**config.mk**
```make
export PLATFORM = sky130hd
export DESIGN_NAME = lza_share_sched_flat
export DESIGN_NICKNAME = d
export VERILOG_FILES = /design/src/rtl/lza_share_sched_pkg.sv /design/src/rtl/lza_share_sched_if.sv /design/src/rtl/lza_share_sched_rr_arbiter.sv /design/src/rtl/lza_share_sched.sv /design/src/flat_wrapper.sv
export SDC_FILE = /design/constraint.sdc
export NUM_CORES = 1
export LEC_CHECK = 0
export BUFFER_PORTS_ARGS = -buffer_cell sky130_fd_sc_hd__buf_2
export CAP_MARGIN = 20
export CORE_AREA = 2 2 164 166
export DETAILED_ROUTE_END_ITERATION = 12
export DIE_AREA = 0 0 166 168
export PLACE_DENSITY = 0.53
export SETUP_SLACK_MARGIN = 0.05
export SLEW_MARGIN = 40
export SYNTH_ARGS = -nofsm -noshare
export SYNTH_HDL_FRONTEND = slang
export SYNTH_HIERARCHICAL = 1
export SYNTH_SLANG_ARGS = --single-unit
```
**constraint.sdc**
```tcl
create_clock -name clk -period 2.4 [get_ports clk]
set_input_delay 0.48 -clock clk [delete_from_list [all_inputs] [get_ports clk]]
set_output_delay 0.48 -clock clk [all_outputs]
set_load 0.02 [all_outputs]
```
**src/rtl/lza_share_sched_pkg.sv**
```systemverilog
// rtl/lza_share_sched_pkg.sv - shared FPU normalisation constants, response struct and round-robin pick
package lza_share_sched_pkg;

  localparam int LZA_WIDTH   = 32;
  localparam int LZA_SHIFT_W = 5;
  localparam int RR_MAX      = 8;

  typedef struct packed {
    logic [LZA_WIDTH-1:0]   result;
    logic [LZA_SHIFT_W-1:0] shift_bits;
    logic                   shift_right;
  } lza_rsp_t;

  // Returns {found, index}: first set bit of req scanning upward from ptr, wrapping at n.
  function automatic logic [3:0] rr_pick(input logic [RR_MAX-1:0] req,
                                         input logic [2:0]        ptr,
                                         input int                n);
    logic [3:0] sel;
    int         k;
    sel = '0;
    for (int i = 0; i < RR_MAX; i++) begin
      k = (int'(ptr) + i) % n;
      if (!sel[3] && (i < n) && req[k[2:0]]) sel = {1'b1, k[2:0]};
    end
    return sel;
  endfunction

endpackage

```
**src/rtl/lza_share_sched_if.sv**
```systemverilog
// rtl/lza_share_sched_if.sv - request, shared-unit and response signal bundle
interface lza_share_sched_if #(
  parameter int WIDTH   = 32,
  parameter int NUM_REQ = 4,
  parameter int SHIFT_W = $clog2(WIDTH),
  parameter int ID_W    = $clog2(NUM_REQ)
);
  logic [NUM_REQ-1:0]       req_valid;
  logic [NUM_REQ-1:0]       req_ready;
  logic [NUM_REQ*WIDTH-1:0] req_a;
  logic [NUM_REQ*WIDTH-1:0] req_b;
  logic [NUM_REQ-1:0]       req_cin;

  logic [WIDTH-1:0]         lza_a;
  logic [WIDTH-1:0]         lza_b;
  logic                     lza_cin;
  logic [WIDTH-1:0]         lza_result;
  logic [SHIFT_W-1:0]       lza_shift_bits;
  logic                     lza_shift_right;

  logic                     rsp_valid;
  logic                     rsp_ready;
  logic [ID_W-1:0]          rsp_id;
  logic [WIDTH-1:0]         rsp_result;
  logic [SHIFT_W-1:0]       rsp_shift_bits;
  logic                     rsp_shift_right;
  logic                     busy;

  modport slave (
    input  req_valid, req_a, req_b, req_cin,
    input  lza_result, lza_shift_bits, lza_shift_right,
    input  rsp_ready,
    output req_ready, lza_a, lza_b, lza_cin,
    output rsp_valid, rsp_id, rsp_result, rsp_shift_bits, rsp_shift_right, busy
  );

  modport master (
    output req_valid, req_a, req_b, req_cin,
    output lza_result, lza_shift_bits, lza_shift_right,
    output rsp_ready,
    input  req_ready, lza_a, lza_b, lza_cin,
    input  rsp_valid, rsp_id, rsp_result, rsp_shift_bits, rsp_shift_right, busy
  );

endinterface

```
**src/rtl/lza_share_sched_rr_arbiter.sv**
```systemverilog
// rtl/lza_share_sched_rr_arbiter.sv - round-robin grant with rotating priority pointer
module lza_share_sched_rr_arbiter
  import lza_share_sched_pkg::*;
#(
  parameter int NUM_REQ = 4,
  parameter int ID_W    = $clog2(NUM_REQ)
) (
  input  logic               clk,
  input  logic               rst_n,
  input  logic [NUM_REQ-1:0] i_req,
  input  logic               i_en,
  output logic [NUM_REQ-1:0] o_grant,
  output logic               o_gnt_valid,
  output logic [ID_W-1:0]    o_gnt_idx
);

  logic [ID_W-1:0] r_ptr;
  logic [3:0]      w_sel;
  logic            w_upd;

  assign w_sel       = rr_pick(8'(i_req), 3'(r_ptr), NUM_REQ);
  assign w_upd       = i_en & w_sel[3];
  assign o_gnt_valid = w_upd;
  assign o_gnt_idx   = ID_W'(w_sel[2:0]);
  assign o_grant     = w_upd ? (NUM_REQ'(1) << o_gnt_idx) : '0;

  // Priority moves to the lane just after the one granted; holds otherwise.
  always_ff @(posedge clk) begin
    if (!rst_n) begin
      r_ptr <= '0;
    end else if (w_upd) begin
      r_ptr <= (o_gnt_idx == ID_W'(NUM_REQ - 1)) ? '0 : o_gnt_idx + ID_W'(1);
    end
  end

endmodule

```
**src/rtl/lza_share_sched.sv**
```systemverilog
// rtl/lza_share_sched.sv - time-shares one LZA/adder unit between FP add lanes with a 2-stage pipe
module lza_share_sched
  import lza_share_sched_pkg::*;
#(
  parameter int WIDTH   = 32,
  parameter int NUM_REQ = 4,
  parameter int SHIFT_W = $clog2(WIDTH),
  parameter int ID_W    = $clog2(NUM_REQ)
) (
  input  logic              clk,
  input  logic              rst_n,
  lza_share_sched_if.slave  bus
);

  logic             r_s1_valid;
  logic [WIDTH-1:0] r_s1_a;
  logic [WIDTH-1:0] r_s1_b;
  logic             r_s1_cin;
  logic [ID_W-1:0]  r_s1_id;

  logic             r_s2_valid;
  lza_rsp_t         r_s2_rsp;
  logic [ID_W-1:0]  r_s2_id;

  logic             w_s2_load;
  logic             w_s1_free;
  logic             w_hs;
  logic [ID_W-1:0]  w_gnt_idx;
  logic [NUM_REQ-1:0] w_grant;

  // S2 takes S1 whenever it is empty or being drained; S1 refills in the same cycle.
  assign w_s2_load = r_s1_valid & (~r_s2_valid | bus.rsp_ready);
  assign w_s1_free = ~r_s1_valid | w_s2_load;

  lza_share_sched_rr_arbiter #(
    .NUM_REQ (NUM_REQ),
    .ID_W    (ID_W)
  ) u_arb (
    .clk         (clk),
    .rst_n       (rst_n),
    .i_req       (bus.req_valid),
    .i_en        (w_s1_free & rst_n),
    .o_grant     (w_grant),
    .o_gnt_valid (w_hs),
    .o_gnt_idx   (w_gnt_idx)
  );

  assign bus.req_ready = w_grant;

  // Issue register: captures the granted lane's operands and tag.
  always_ff @(posedge clk) begin
    if (!rst_n) begin
      r_s1_valid <= 1'b0;
      r_s1_a     <= '0;
      r_s1_b     <= '0;
      r_s1_cin   <= 1'b0;
      r_s1_id    <= '0;
    end else if (w_hs) begin
      r_s1_valid <= 1'b1;
      r_s1_a     <= bus.req_a[int'(w_gnt_idx)*WIDTH +: WIDTH];
      r_s1_b     <= bus.req_b[int'(w_gnt_idx)*WIDTH +: WIDTH];
      r_s1_cin   <= bus.req_cin[w_gnt_idx];
      r_s1_id    <= w_gnt_idx;
    end else if (w_s2_load) begin
      r_s1_valid <= 1'b0;
    end
  end

  assign bus.lza_a   = r_s1_a;
  assign bus.lza_b   = r_s1_b;
  assign bus.lza_cin = r_s1_cin;

  // Response register: captures the shared unit's outputs with the issuing lane's tag.
  always_ff @(posedge clk) begin
    if (!rst_n) begin
      r_s2_valid <= 1'b0;
      r_s2_rsp   <= '0;
      r_s2_id    <= '0;
    end else if (w_s2_load) begin
      r_s2_valid <= 1'b1;
      r_s2_rsp   <= '{result:      bus.lza_result,
                      shift_bits:  bus.lza_shift_bits,
                      shift_right: bus.lza_shift_right};
      r_s2_id    <= r_s1_id;
    end else if (bus.rsp_ready) begin
      r_s2_valid <= 1'b0;
    end
  end

  assign bus.rsp_valid       = r_s2_valid;
  assign bus.rsp_id          = r_s2_id;
  assign bus.rsp_result      = r_s2_rsp.result;
  assign bus.rsp_shift_bits  = r_s2_rsp.shift_bits;
  assign bus.rsp_shift_right = r_s2_rsp.shift_right;
  assign bus.busy            = r_s1_valid | r_s2_valid;

endmodule
```
**src/flat_wrapper.sv**
```systemverilog
// flat-port wrapper written by rule: the top's interface ports become plain ports
module lza_share_sched_flat import lza_share_sched_pkg::*;
#(
  parameter int WIDTH   = 32,
  parameter int NUM_REQ = 4,
  parameter int SHIFT_W = $clog2(WIDTH),
  parameter int ID_W    = $clog2(NUM_REQ)
)
  (clk, rst_n, bus_req_valid, bus_req_a, bus_req_b, bus_req_cin, bus_lza_result, bus_lza_shift_bits, bus_lza_shift_right, bus_rsp_ready, bus_req_ready, bus_lza_a, bus_lza_b, bus_lza_cin, bus_rsp_valid, bus_rsp_id, bus_rsp_result, bus_rsp_shift_bits, bus_rsp_shift_right, bus_busy);
  lza_share_sched_if #(.WIDTH(WIDTH), .NUM_REQ(NUM_REQ), .SHIFT_W(SHIFT_W), .ID_W(ID_W)) bus_i ();
  input  logic clk;
  input  logic rst_n;
  input wire logic [$bits(bus_i.req_valid)-1:0] bus_req_valid;
  input wire logic [$bits(bus_i.req_a)-1:0] bus_req_a;
  input wire logic [$bits(bus_i.req_b)-1:0] bus_req_b;
  input wire logic [$bits(bus_i.req_cin)-1:0] bus_req_cin;
  input wire logic [$bits(bus_i.lza_result)-1:0] bus_lza_result;
  input wire logic [$bits(bus_i.lza_shift_bits)-1:0] bus_lza_shift_bits;
  input wire logic [$bits(bus_i.lza_shift_right)-1:0] bus_lza_shift_right;
  input wire logic [$bits(bus_i.rsp_ready)-1:0] bus_rsp_ready;
  output wire logic [$bits(bus_i.req_ready)-1:0] bus_req_ready;
  output wire logic [$bits(bus_i.lza_a)-1:0] bus_lza_a;
  output wire logic [$bits(bus_i.lza_b)-1:0] bus_lza_b;
  output wire logic [$bits(bus_i.lza_cin)-1:0] bus_lza_cin;
  output wire logic [$bits(bus_i.rsp_valid)-1:0] bus_rsp_valid;
  output wire logic [$bits(bus_i.rsp_id)-1:0] bus_rsp_id;
  output wire logic [$bits(bus_i.rsp_result)-1:0] bus_rsp_result;
  output wire logic [$bits(bus_i.rsp_shift_bits)-1:0] bus_rsp_shift_bits;
  output wire logic [$bits(bus_i.rsp_shift_right)-1:0] bus_rsp_shift_right;
  output wire logic [$bits(bus_i.busy)-1:0] bus_busy;
  assign bus_i.req_valid = bus_req_valid;
  assign bus_i.req_a = bus_req_a;
  assign bus_i.req_b = bus_req_b;
  assign bus_i.req_cin = bus_req_cin;
  assign bus_i.lza_result = bus_lza_result;
  assign bus_i.lza_shift_bits = bus_lza_shift_bits;
  assign bus_i.lza_shift_right = bus_lza_shift_right;
  assign bus_i.rsp_ready = bus_rsp_ready;
  assign bus_req_ready = bus_i.req_ready;
  assign bus_lza_a = bus_i.lza_a;
  assign bus_lza_b = bus_i.lza_b;
  assign bus_lza_cin = bus_i.lza_cin;
  assign bus_rsp_valid = bus_i.rsp_valid;
  assign bus_rsp_id = bus_i.rsp_id;
  assign bus_rsp_result = bus_i.rsp_result;
  assign bus_rsp_shift_bits = bus_i.rsp_shift_bits;
  assign bus_rsp_shift_right = bus_i.rsp_shift_right;
  assign bus_busy = bus_i.busy;
  lza_share_sched #(.WIDTH(WIDTH), .NUM_REQ(NUM_REQ), .SHIFT_W(SHIFT_W), .ID_W(ID_W)) u_core (.clk(clk), .rst_n(rst_n), .bus(bus_i));
endmodule
```
==> results by stage, run 1 <==
Setup path:
- For the worst setup path, the data arrival time is 1.76 ns.
- The type of origin of the critical path is an input pin.
- The kind of critical path is in -> out.
- Traced cell by cell, the critical path runs through buf_2 -> inv_1 -> o221ai_1 -> a21oi_4 -> buf_4 -> ha_1 -> and2_2 -> buf_2.
- Of all nets on the critical path, the largest fanout is 3.
- The worst path required time is 1.92 ns.
- The number of buffers and inverters on the critical path is 4.
- The delay of the slowest cell on the worst path is 0.30 ns.
- The kind of end point of the critical path is a primary output.
- The standard cell with the maximum stage delay on the critical path is sky130_fd_sc_hd__o221ai_1.
- The most used cell along the critical path is sky130_fd_sc_hd__buf_2.
- The top cell family by delay on the critical path is buffers and inverters.

Drt:
- The detail route stage leaves a number of antenna-violating nets equal to 0.
- The mean number of vias per cell is 4.688.
- The routed design has 22.37 mm of wire.
- The detailed router finished its first iteration with 348 violations.
- The first detailed-routing pass ran for 4 iterations.
- The count of unresolved DRC violations after routing is 0.
- The detail-routed net length per standard cell is 16.75 um.
- The vias after detailed routing is 6258.

Clocking:
- The clock reaches the later pin of the worst-skew pair after 0.36 ns.
- TritonCTS built the clock tree.
- The total clock sinks is 111.
- The clock tree root buffer cell is sky130_fd_sc_hd__clkbuf_16.
- The largest buffer count on any clock path is 2.
- The H-tree was split into 3 levels.
- The clock-pin slew on the worst setup and hold paths is 0.09 ns.
- In this run, CTS created clock tree buffers numbering 9.

STA:
- The headroom to the max-slew limit is 64.71%.
- The maximum clock rate is 0.4465 GHz.
- The smallest clock period supported by the final layout is computed as 2.239 ns.
- The final worst clock skew is 0.01139 ns.
- The number of setup violations in the final report is 0.
- Setup repair after global routing left no endpoint under its margin.
- The worst-case setup margin in the final layout is 0.1606 ns.
- After layout, the worst path uses 93.31% of the clock period.
- In the final timing run, aggregate negative setup slack is 0 ns.
- The worst hold slack after final layout is 0.3621 ns.
- The measured slew at the worst slew-check pin is 0.5294 ns.
- The final-report hold violation count is 0.
- The max-slew violation count is 0.

Floorplanning:
- For this configuration, the core starts out at a cell density of 23.10%.
- The overall die height is 168 um.
- The die outline area is 27890 um2.
- The core region area is 26350 um2.
- The count of pins on the block boundary is 416.
- In this run the core area contains 60 standard-cell rows.
- From left edge to right edge, the die measures 166 um.

Synthesis:
- The sequential area share after synthesis is 36.51%.
- Synthesis produced a netlist with a net count of 910.
- Summed over all instances, the cell type with the most area after synthesis is sky130_fd_sc_hd__dfxtp_1.
- The average instance in the mapped netlist occupies 10.13 um2.
- The leading cell type by number of instances after synthesis is sky130_fd_sc_hd__mux2i_1.
- Sorting the synthesized cells by how often they occur yields sky130_fd_sc_hd__mux2i_1, sky130_fd_sc_hd__dfxtp_1, sky130_fd_sc_hd__nand3b_1, sky130_fd_sc_hd__o221ai_1, sky130_fd_sc_hd__a21boi_1.
- Counting flops with a built-in enable in the synthesized netlist gives 0.
- For this run, asynchronously set or reset flops after synthesis account for 0%.
- The synthesized netlist cell count is 601.
- The distinct cell type count after synthesis is 35.
- During synthesis, Yosys emitted a total of 6 warnings.
- The post-synthesis cell area is 6086 um2.
- By area the synthesized netlist is led by sky130_fd_sc_hd__dfxtp_1, sky130_fd_sc_hd__mux2i_1, sky130_fd_sc_hd__o221ai_1.
- For this run, the leading register cell type out of synthesis is sky130_fd_sc_hd__dfxtp_1.
- The share of synthesized area in the top cell type comes to 36.51%.
- In this run, synthesis produced a sequential element count of 111.

Placed design:
- Detailed placement finished with a half-perimeter wire length of 16.34 mm.
- OpenSTA, run right after detailed placement, puts the worst setup slack at 0.09332 ns.
- The global placement routability congestion is 0.7979.
- The number of input and output port buffers inserted is 415.

Global route:
- The number of global-route vias before repair is 6065.
- The first global-routing pass estimated 33.47 mm of wire.
- Entering global routing, the biggest net connects 115 pins.
- For this run, the total global-route usage over all layers was measured as 15.01%.
- Summed over all layers, the global routing overflow is 0.
- The initial antenna violation count came to 2.

Finish:
- The layout overhead on the synthesized area is 43.09%.
- The final layout contains 1297 nets.
- The ratio of cells with drive above 1 in the final layout is 47.98%.

Power and ir drop:
- Summed over all cells, the static leakage comes to 4.106 nW.
- The maximum vdd drop is 0.2473 mV.
- Power spread over the standard cell area amounts to 614.2 nW/um2.

Outcome:
- The flow ran to the end, and the final reports show no timing, DRC or antenna violations.

Hold path:
- In this run the worst hold path is classified as in -> reg.

Job:
- The max-cap check violation count is 0.
[layer usage]
| layer | global-route usage [%] | part of all wire (%) |
|---|---|---|
| met2 | 25.92 | 49 |
| met3 | 3.385 | 5.9 |
| met4 | 3.894 | 1.5 |
| met1 | 18.89 | 43 |
| met5 | 0 | 0 |
[power by group]
group | internal (mW) | leakage [nW] | switching (mW)
clock | 0.830 | 0.146 | 0.781
sequential | 2.02 | 0.912 | 0.0943
combinational | 0.738 | 3.05 | 0.890
total | 3.58 | 4.11 | 1.77
[sequential cells by signal (all words and copies together), names as in the netlist]
register / flops
u_core/bus.rsp_result: 32
u_core/bus.rsp_id: 2
u_core/u_arb/r_ptr: 2
u_core/bus.rsp_shift_bits: 5
u_core/bus.lza_b: 32
u_core/bus.lza_a: 32
u_core/r_s1_valid: 1
u_core/bus.rsp_shift_right: 1
u_core/r_s1_id: 2
u_core/bus.rsp_valid: 1
u_core/bus.lza_cin: 1
[what timing repair did]
action                     in CTS  in global routing
hold buffers                    0                  0
setup endpoints to repair       4                  4
cloned                          0                  0
pin swaps                       0                  1
resized for setup               0                  4
setup buffers                   2                  1
[through the flow]
stage | utilization, % | power (mW) | cells | area [um2]
2_1_floorplan | - | 3.191 | 601 | 6086
3_3_place_gp | 31.75 | 3.779 | 1315 | 8366
3_5_place_dp | 31.75 | 3.785 | 1315 | 8366
4_1_cts | 32.95 | 5.443 | 1332 | 8683
5_1_grt | 33.05 | 5.641 | 1335 | 8708
6_report | 33.05 | 5.349 | 1335 | 8708
[placed cells by master (no fill, tap or decap), types with 2 or more instances in the layout]
cell type / count
sky130_fd_sc_hd__and2_2: 4
sky130_fd_sc_hd__o221ai_1: 63
sky130_fd_sc_hd__ha_1: 4
sky130_fd_sc_hd__buf_4: 24
sky130_fd_sc_hd__o21ai_1: 39
sky130_fd_sc_hd__inv_8: 2
sky130_fd_sc_hd__clkbuf_16: 9
sky130_fd_sc_hd__nor2_1: 2
sky130_fd_sc_hd__buf_12: 4
sky130_fd_sc_hd__dfxtp_2: 2
sky130_fd_sc_hd__a21oi_1: 3
sky130_fd_sc_hd__a21boi_1: 41
sky130_fd_sc_hd__mux2i_1: 132
sky130_fd_sc_hd__dfxtp_1: 109
sky130_fd_sc_hd__nand3b_1: 66
sky130_fd_sc_hd__nand3_1: 41
sky130_fd_sc_hd__nor2b_1: 3
sky130_fd_sc_hd__o21ai_0: 2
sky130_fd_sc_hd__inv_1: 6
sky130_fd_sc_hd__inv_6: 2
sky130_fd_sc_hd__diode_2: 2
sky130_fd_sc_hd__o221ai_2: 4
sky130_fd_sc_hd__buf_2: 414
[kinds of logic (layout without fill, tap and decap cells)]
family / Yosys count / after routing / share of synthesized area [%]
AOI/OAI and AO/OA: 159 / 159 / 19.80
muxes: 132 / 132 / 21.71
and+or+nand+nor: 122 / 122 / 13.10
DFF: 111 / 111 / 36.51
buffers and inverters: 73 / 464 / 8.059
adders and majority gates: 4 / 4 / 0.8224
other: 0 / 2 / 0
[layout make-up]
cell class                      count  area [um2]
Fill cell                        2766       17640
Multi-Input combinational cell    417        3391
Timing Repair Buffer              442        2332
Sequential cell                   111        2225
Tap cell                          341       426.7
Clock buffer                        9       225.2
Clock inverter                      6       77.57
Inverter                            7       26.28
Antenna cell                        2       5.005
[final timing paths]
check	startpoint	end	slack (ns)	cells after the start
setup reg to reg	u_core/bus.rsp_valid	u_core/bus.lza_b[8]	0.33	9
hold / removal	bus_lza_shift_bits[4]	u_core/bus.rsp_shift_bits[4]	0.36	3
hold reg to reg	u_core/bus.rsp_result[27]	u_core/bus.rsp_result[27]	0.48	2
setup / recovery	bus_req_valid[0]	bus_req_ready[1]	0.16	8
[worst register-to-register path, delay by kind of cell (launching register included)]
| kind | cells | cell delay [ns] |
|---|---|---|
| buf+inv | 4 | 0.67 |
| simple gates | 2 | 0.30 |
| compound gates | 3 | 0.64 |
| flops | 1 | 0.36 |
No activity file was read; power rests on OpenSTA's default activity.
==> run 2, diff against run 1 <==
Settings changed: CORE_AREA 2 2 164 166 to 2 2 161 163, DIE_AREA 0 0 166 168 to 0 0 163 165, PLACE_DENSITY 0.53 to 0.55.
==> run 2 against run 1 <==
Against the previous run: combinational power about the same; die area decreased by 3.6%; count of clock-buffer cells in the layout is the same; clock power shrank 4%; sequential share of layout area grew 0.16 points; via count down 0.53%; first-iteration DRC count is 4.6% higher; highest routed layer unchanged.
==> results by stage, run 2 (same netlist as run 1, synthesis figures left out) <==
Drt:
- The number of detailed-routing iterations run before antenna repair is 4 (unchanged).
- The detail-routed net length per standard cell is 17.06 um (+1.8%).
- The first-iteration detailed-routing DRC count came to 364 (+4.6%).
- The wire length after detailed routing is 22.52 mm (+0.70%).
- The post-route antenna net violation count is 0 (unchanged).
- The count of unresolved DRC violations after routing is 0 (unchanged).
- The vias after detailed routing was 6225 (-0.53%).
- The mean number of vias per cell came to 4.716 (+0.60%).

STA:
- The total negative slack is 0 ns (unchanged).
- The maximum clock rate is 0.4434 GHz (-0.71%).
- The minimum period implied by the final worst setup slack is 2.255 ns (+0.01599 ns).
- The final worst clock skew is 0.01160 ns (+0.0002118 ns).
- Setup repair after global routing left no endpoint under its margin.
- The number of setup violations in the final report was 0 (unchanged).
- The post-route fraction of the period consumed by the critical path is 93.98% (+0.67 points).
- The final-report hold violation count is 0 (unchanged).
- The measured slew at the worst slew-check pin is 0.7768 ns (+0.2474 ns).
- The max-slew violation count was 0 (unchanged).
- The headroom to the max-slew limit is 48.22% (-16 points).

Clocking:
- The maximum level of the CTS H-tree came to 3 (unchanged).
- The total of hold buffers inserted after clock tree synthesis is 0 (unchanged).
- The clock tree root buffer cell is sky130_fd_sc_hd__clkbuf_16.
- The number of buffers created by CTS is 9 (unchanged).
- The largest buffer count on any clock path is 2 (unchanged).
- TritonCTS built the clock tree.
- The total clock sinks is 111 (unchanged).
- The clock latency reported for the late side of the worst-skew pair is 0.35 ns (about the same).
- The clock-pin slew on the worst setup and hold paths came to 0.08 ns (about the same).

Setup path:
- The worst path required time is 1.92 ns (about the same).
- The top cell family by delay on the critical path is compound AO/OA/AOI/OAI gates.
- The origin of the worst setup path is u_core/u_arb/r_ptr[1].
- The delay of the slowest cell on the worst path is 0.39 ns (+0.09 ns).
- The count of buffering cells on the critical path with inverters included is 1 (-3).
- The number of logic stages on the critical path including buffering is 7 (-1).
- The type of origin of the critical path is a flip-flop.
- Walking the worst path, the cells encountered are a21oi_1 -> nor2_1 -> nor2_1 -> o22ai_1 -> ha_1 -> and2_4 -> buf_4.
- The kind of critical path is reg -> out.
- The data arrival time of the worst path was 1.78 ns (+0.02 ns).
- STA classifies the critical path endpoint as a primary output.
- The most used cell along the critical path is sky130_fd_sc_hd__nor2_1.
- The maximum fanout encountered on the critical timing path is 6 (+3).
- The end of the worst register-to-register path is u_core/bus.lza_b[16].
- The logic depth of the worst register-to-register path was 8 (-1).
- For this design, the slowest cell found on the critical path is sky130_fd_sc_hd__dfxtp_2.
- The slack of the worst reg-to-reg path is 0.37 ns (+0.04 ns).
- The critical path ends at bus_req_ready[1].
- The startpoint of the most critical register-to-register path is u_core/bus.rsp_valid.

Floorplanning:
- The number of placement rows is 58 (-3.3%).
- The die outline area came to 26900 um2 (-3.6%).
- The overall die height was 165 um (-1.8%).
- The starting utilization of the core area is 24.31% (+1.2 points).
- The count of pins on the block boundary is 416 (unchanged).
- The core region area came to 25040 um2 (-5.0%).
- The width of the die is 163 um (-1.8%).

Global route:
- The wire length of the first global-routing pass is 32.93 mm (-1.6%).
- The initial antenna violation count came to 0 (-2).
- The overall track demand over capacity in global routing was 15.62% (+0.61 points).
- The residual overflow from global routing is 0 (unchanged).
- The number of global-route vias before repair is 6035 (-0.49%).
- The largest net degree at the start of global routing was 75 (-35%).

Outcome:
- The flow ran to the end, and the final reports show no timing, DRC or antenna violations.

Finish:
- The ratio of cells with drive above 1 in the final layout is 48.08% (+0.097 points).
- The most common library cell in the layout ignoring fill and taps is sky130_fd_sc_hd__buf_2.
- The final net count was 1294 (-0.23%).
- Relative to the synthesized area, the layout overhead comes to 42.45%.
- The antenna cell count is 0 (-2).
- The final standard cell area without fillers is 8670 um2 (-0.45%).
- The number of filler cells placed in the layout is 2680 (-3.1%).
- Leaving out fill and tap cells, the most frequent cells in the layout are sky130_fd_sc_hd__buf_2, sky130_fd_sc_hd__mux2i_1, sky130_fd_sc_hd__dfxtp_1, sky130_fd_sc_hd__nand3b_1, sky130_fd_sc_hd__o221ai_1.
- The final core area utilization is 34.63% (+1.6 points).

Placed design:
- The number of input and output port buffers inserted is 415 (unchanged).
- The global placement routability congestion is 0.7732 (-3.1%).
- The area of placed instances is 8309 um2 (-0.67%).
- The estimated wirelength of the detail-placed design is 16.72 mm (+2.3%).

Job:
- The max-cap check violation count came to 0 (unchanged).

Power and ir drop:
- The static leakage came to 4.093 nW (-0.31%).
- The maximum vdd drop was 0.3118 mV (+26%).
- The total power divided by cell area is 608.4 nW/um2 (-0.95%).

Hold path:
- The worst hold path belongs to the class in -> reg.
==> run 2: cell count changes in the layout (fill, tap and decap cells not counted), moves of 2 or more <==
| cell | previous run | this run |
|---|---|---|
| sky130_fd_sc_hd__buf_2 | 414 | 410 |
| sky130_fd_sc_hd__buf_4 | 24 | 26 |
| sky130_fd_sc_hd__and2_2 | 4 | 0 |
| sky130_fd_sc_hd__and2_4 | 0 | 4 |
| sky130_fd_sc_hd__diode_2 | 2 | 0 |
==> run 2: final cells by class <==
type / instances / area [um2] / share of cell area, %
clock inverters: 7 / 73.82 / 0.8515
flip-flops and latches: 111 / 2228 / 25.70
well taps: 330 / 412.9 / 4.763
clock buffers: 9 / 225.2 / 2.598
repair buffers: 439 / 2307 / 26.61
inverters: 7 / 26.28 / 0.3031
multi-input cells: 417 / 3396 / 39.17
==> run 2: worst min path at each step <==
stage	start	end	slack, ns	depth (start not counted)
3_5_place_dp	u_core/r_s1_id[1]	u_core/bus.rsp_id[1]	0.47	2
3_3_place_gp	u_core/bus.rsp_result[26]	u_core/bus.rsp_result[26]	0.46	2
2_1_floorplan	u_core/r_s1_id[1]	u_core/bus.rsp_id[1]	0.44	2
5_1_grt	bus_lza_shift_bits[4]	u_core/bus.rsp_shift_bits[4]	0.37	3
6_report	bus_lza_result[31]	u_core/bus.rsp_result[31]	0.37	3
4_1_cts	bus_lza_result[31]	u_core/bus.rsp_result[31]	0.35	3
==> run 2: timing repair <==
action,in CTS,in global routing
gates resized for setup,0,15
pin swaps,1,6
setup buffers,4,0
endpoints found under the setup margin,4,4
==> run 2: per-layer routing <==
metal | up-vias | global-route usage (%) | wire, um
met3 | 25 | 3.039 | 1535
met5 | - | 0 | 0
met1 | 2889 | 18.85 | 9230
li1 | 3063 | - | -
met2 | 248 | 28.02 | 11360
met4 | 0 | 4.666 | 394
==> run 2: per-stage QoR <==
stage / setup WS, ns / hold slack (ns) / total power, mW / instances
final: 0.1446 / 0.3717 / 5.274 / 1320
after floorplan: 0.2448 / 0.4420 / 3.191 / 601
after global placement: 0.05514 / 0.4618 / 3.759 / 1300
after detailed placement: 0.03978 / 0.4663 / 3.764 / 1300
after CTS: 0.06455 / 0.3491 / 5.366 / 1320
after global routing: 0.03887 / 0.3679 / 5.567 / 1320
==> run 2: report_power, final <==
| group | leakage [nW] | switching (mW) | internal (mW) |
|---|---|---|---|
| combinational | 3.03 | 0.889 | 0.729 |
| sequential | 0.913 | 0.0963 | 2.02 |
| clock | 0.148 | 0.800 | 0.745 |
| total | 4.09 | 1.79 | 3.49 |
==> run 2: tightest hold or removal path, cell delays in order <==
cell                       delay (ns)
sky130_fd_sc_hd__buf_2           0.10
sky130_fd_sc_hd__nand3_1         0.06
sky130_fd_sc_hd__a21boi_1        0.05
==> run 3, diff against run 2 <==
Settings changed: ABC_AREA set to 1, CORE_AREA 2 2 161 163 to 2 2 162 164, DIE_AREA 0 0 163 165 to 0 0 164 166, MAX_ROUTING_LAYER set to met4, PLACE_DENSITY 0.55 to 0.54.
==> run 3 against run 2 <==
Against the previous run: the flow now finishes with violations (negative setup slack); non-clock buffer count grew 41; synthesized area grew 1.2%; global-route usage grew 2.7 points; count of clock-buffer cells in the layout is the same; design area grew 16%; utilization grew 4.6 points; synthesized cell count grew 66%; routed wire length grew 35%; first-iteration DRC count grew 70%; sequential power grew 28%; largest cell class unchanged; largest power group is now combinational cells.
==> results by stage, run 3 <==
Outcome:
- The flow ran to the end, but the final reports show violations.
- The checks that failed: negative setup slack.

Setup path:
- The slack of the worst reg-to-reg path is -0.02 ns (-0.39 ns).
- The worst path required time was 1.92 ns (about the same).
- The kind of end point of the critical path is a primary output.
- The critical path is of the reg -> out type.
- The logic depth of the worst register-to-register path is 20 (+12).
- The data arrival time of the worst path was 2.11 ns (+0.33 ns).
- The type of origin of the critical path is a flip-flop.
- The end of the worst register-to-register path is u_core/bus.lza_a[16].
- In this run the critical register-to-register path is launched from u_core/u_arb/r_ptr[0].
- The maximum fanout encountered on the critical timing path was 4 (-2).

Clocking:
- The total clock sinks is 111 (unchanged).
- The TritonCTS clock tree is built.
- The total of hold buffers inserted after clock tree synthesis is 0 (unchanged).
- The clock-pin slew on the worst setup and hold paths is 0.09 ns (about the same).
- The clock tree root buffer cell is sky130_fd_sc_hd__clkbuf_16.
- The largest buffer count on any clock path is 2 (unchanged).
- The number of buffers created by CTS came to 9 (unchanged).
- The maximum level of the CTS H-tree is 3 (unchanged).
- The clock latency reported for the late side of the worst-skew pair is 0.36 ns (about the same).

Finish:
- The final standard cell area without fillers is 10060 um2 (+16%).
- From synthesis to final layout, the design area changed by 63.29%.
- The final core area utilization was 39.27% (+4.6 points).
- The most common library cell in the layout ignoring fill and taps is sky130_fd_sc_hd__buf_2.
- The final net count came to 1724 (+33%).
- The ratio of cells with drive above 1 in the final layout came to 40.63% (-7.4 points).
- The top cell types in the final layout, fill and taps aside, are sky130_fd_sc_hd__buf_2, sky130_fd_sc_hd__nand2_1, sky130_fd_sc_hd__nand3_1, sky130_fd_sc_hd__dfxtp_1, sky130_fd_sc_hd__o21ai_0.

Global route:
- The residual overflow from global routing is 0 (unchanged).
- The largest net degree at the start of global routing came to 107 (+43%).
- The initial antenna violation count is 3 (+3).
- The number of global-route vias before repair is 7178 (+19%).
- The overall track demand over capacity in global routing is 18.32% (+2.7 points).
- The wire length of the first global-routing pass came to 38.09 mm (+16%).

Placed design:
- The worst setup timing slack at the placement stage was -0.03996 ns (-0.07975 ns).
- The area of placed instances came to 8556 um2 (+3.0%).
- The number of input and output port buffers inserted is 415 (unchanged).
- The estimated wirelength of the detail-placed design is 19.17 mm (+15%).
- The global placement routability congestion is 0.8599 (+11%).

Hold path:
- The path with the worst hold slack has its endpoint at u_core/bus.rsp_result[31].
- The worst hold path begins at bus_lza_result[31].
- The min-delay analysis places its worst path in the category in -> reg.
- The number of cells on the worst hold path was 3 (unchanged).

Drt:
- The detail-routed net length per standard cell is 17.24 um (+1.0%).
- The vias after detailed routing was 8210 (+32%).
- The wire length after detailed routing was 30.30 mm (+35%).
- The number of detailed-routing iterations run before antenna repair is 6 (+2).
- The count of unresolved DRC violations after routing is 0 (unchanged).
- The post-route antenna net violation count came to 0 (unchanged).
- The first-iteration detailed-routing DRC count is 617 (+70%).
- The mean number of vias per cell is 4.670 (-0.97%).

Synthesis:
- The area share of the largest cell type after synthesis is 36.08% (-0.44 points).
- The number of enable-type register cells in the synthesized netlist is 0 (unchanged).
- The count of synthesis-stage warnings from yosys is 6 (unchanged).
- Yosys attributes the largest share of cell area to sky130_fd_sc_hd__dfxtp_1, sky130_fd_sc_hd__nand2_1, sky130_fd_sc_hd__nand3_1.
- The distinct cell type count after synthesis is 23 (-34%).
- The synthesis-stage register bit count is 111 (unchanged).
- Sorting the synthesized cells by how often they occur yields sky130_fd_sc_hd__nand2_1, sky130_fd_sc_hd__nand3_1, sky130_fd_sc_hd__dfxtp_1, sky130_fd_sc_hd__o21ai_0, sky130_fd_sc_hd__nor2_1.
- The net count after synthesis is 1309 (+44%).
- The post-synthesis cell area came to 6160 um2 (+1.2%).
- The synthesized area divided by synthesized cell count is 6.160 um2 (-39%).
- The sequential area share after synthesis is 36.08% (-0.44 points).
- Among all flip-flop cells after synthesis, the most frequent one is sky130_fd_sc_hd__dfxtp_1.
- The fraction of registers with async set/reset is 0% (unchanged).
- The synthesized netlist cell count is 1000 (+66%).
- The synthesized design spends more area on one cell type than any other, namely sky130_fd_sc_hd__dfxtp_1.
- Among all cell types in the netlist, the one instantiated most often is sky130_fd_sc_hd__nand2_1.

Floorplanning:
- The count of pins on the block boundary was 416 (unchanged).
- The width of the die is 164 um (+0.61%).
- The starting utilization of the core area is 24.05% (-0.26 points).
- The overall die height came to 166 um (+0.61%).
- The die outline area is 27220 um2 (+1.2%).
- The number of placement rows came to 59 (+1.7%).
- The core region area is 25620 um2 (+2.3%).

Power and ir drop:
- The maximum vdd drop is 0.9426 mV (+200%).
- The static leakage came to 5.267 nW (+29%).
- The total power divided by cell area is 1745 nW/um2 (+190%).

STA:
- The measured slew at the worst slew-check pin was 0.4225 ns (-0.3543 ns).
- The post-route fraction of the period consumed by the critical path is 107.9% (+14 points).
- The headroom to the max-slew limit is 71.84% (+24 points).
- The worst-case setup margin in the final layout is -0.1908 ns (-0.3353 ns).
- The final-report hold violation count came to 0 (unchanged).
- Setup repair after global routing could not meet its margin everywhere.
- The max-slew violation count was 0 (unchanged).
- The minimum period implied by the final worst setup slack is 2.591 ns (+0.3353 ns).
- The final worst clock skew is 0.01267 ns (+0.001071 ns).
- The number of setup violations in the final report came to 8 (+8).
- The worst hold slack after final layout is 0.3607 ns (-0.01097 ns).
- The maximum clock rate is 0.3860 GHz (-13%).

Job:
- The max-cap check violation count came to 0 (unchanged).
run 3: cell count changes in the layout (fill, tap and decap cells not counted), sizes merged, moves of 42 or more:
| cell | before | now |
|---|---|---|
| nand2 | 1 | 368 |
| o221ai | 67 | 0 |
| o21ai | 42 | 105 |
| nor2 | 3 | 100 |
| mux2i | 132 | 0 |
| a21boi | 42 | 0 |
| nand3b | 66 | 1 |
| nand3 | 42 | 138 |
| a21oi | 5 | 70 |
run 3: where the power goes:
group	switching (mW)	internal, mW	total, mW	leakage [nW]
Sequential	0.283	2.42	2.70	0.921
Combinational	7.65	5.46	13.1	4.18
Clock	0.795	0.944	1.74	0.165
Total	8.73	8.82	17.5	5.27
run 3: cell families (layout without fill, tap and decap cells):
| kind of cell | count (synthesis) | in the layout | synth area share, % |
|---|---|---|---|
| AOI/OAI and AO/OA | 175 | 175 | 14.22 |
| other | 0 | 3 | 0 |
| DFF | 111 | 111 | 36.08 |
| and+or+nand+nor | 610 | 610 | 40.81 |
| buffers and inverters | 100 | 520 | 8.084 |
| adders and majority gates | 4 | 4 | 0.8125 |
run 3: cell type report:
type / instances / area, um2
Multi-Input combinational cell: 789 / 3717
Clock buffer: 9 / 225.2
Clock inverter: 7 / 113.9
Timing Repair Buffer: 480 / 3194
Antenna cell: 3 / 7.507
Timing Repair inverter: 2 / 22.52
Sequential cell: 111 / 2230
Inverter: 22 / 128.9
Tap cell: 335 / 419.2
Fill cell: 2779 / 15560
run 3: critical path, stage by stage (launching register included):
cell                      delay (ns)
sky130_fd_sc_hd__dfxtp_4        0.38
sky130_fd_sc_hd__buf_6          0.13
sky130_fd_sc_hd__nand2_1        0.06
sky130_fd_sc_hd__nand2_2        0.09
sky130_fd_sc_hd__nand2_2        0.08
sky130_fd_sc_hd__nand2_2        0.06
sky130_fd_sc_hd__nor2_4         0.14
sky130_fd_sc_hd__nand3_2        0.12
sky130_fd_sc_hd__nand4_1        0.10
sky130_fd_sc_hd__nand2_2        0.10
sky130_fd_sc_hd__inv_4          0.10
sky130_fd_sc_hd__ha_4           0.13
sky130_fd_sc_hd__inv_2          0.03
sky130_fd_sc_hd__nor2_2         0.10
sky130_fd_sc_hd__buf_6          0.13
run 3: per-layer routing:
layer | GRT usage [%] | wire [um] | up-vias
li1 | - | - | 4080
met1 | 21.81 | 12280 | 3696
met2 | 31.15 | 14860 | 384
met3 | 3.422 | 2386 | 50
met4 | 5.606 | 784 | 0
met5 | - | 0 | -
run 3: worst max-delay path by stage:
stage                                     start                to  depth (start not counted)
after CTS                 u_core/u_arb/r_ptr[0]  bus_req_ready[2]                         14
after floorplan                bus_req_valid[3]  bus_req_ready[1]                         12
after global placement         bus_req_valid[3]  bus_req_ready[3]                         14
after detailed placement       bus_req_valid[3]  bus_req_ready[3]                         14
final                     u_core/u_arb/r_ptr[0]  bus_req_ready[3]                         14
after global routing      u_core/u_arb/r_ptr[0]  bus_req_ready[3]                         14
run 3: repair_timing:
item | 4_1_cts | 5_1_grt
pin swaps | 3 | 23
cloned | 0 | 26
buffers inserted | 4 | 16
endpoints found under the setup margin | 4 | 69
gates resized for setup | 15 | 119
run 3: metrics by stage:
step                      total power, mW  instances  setup TNS [ns]
final                               17.55       1758         -0.7337
after global routing                18.82       1758          -6.637
after CTS                           13.63       1713         -0.5362
after detailed placement            11.66       1693        -0.07582
after global placement              11.64       1693               0
after floorplan                     8.939       1000               0
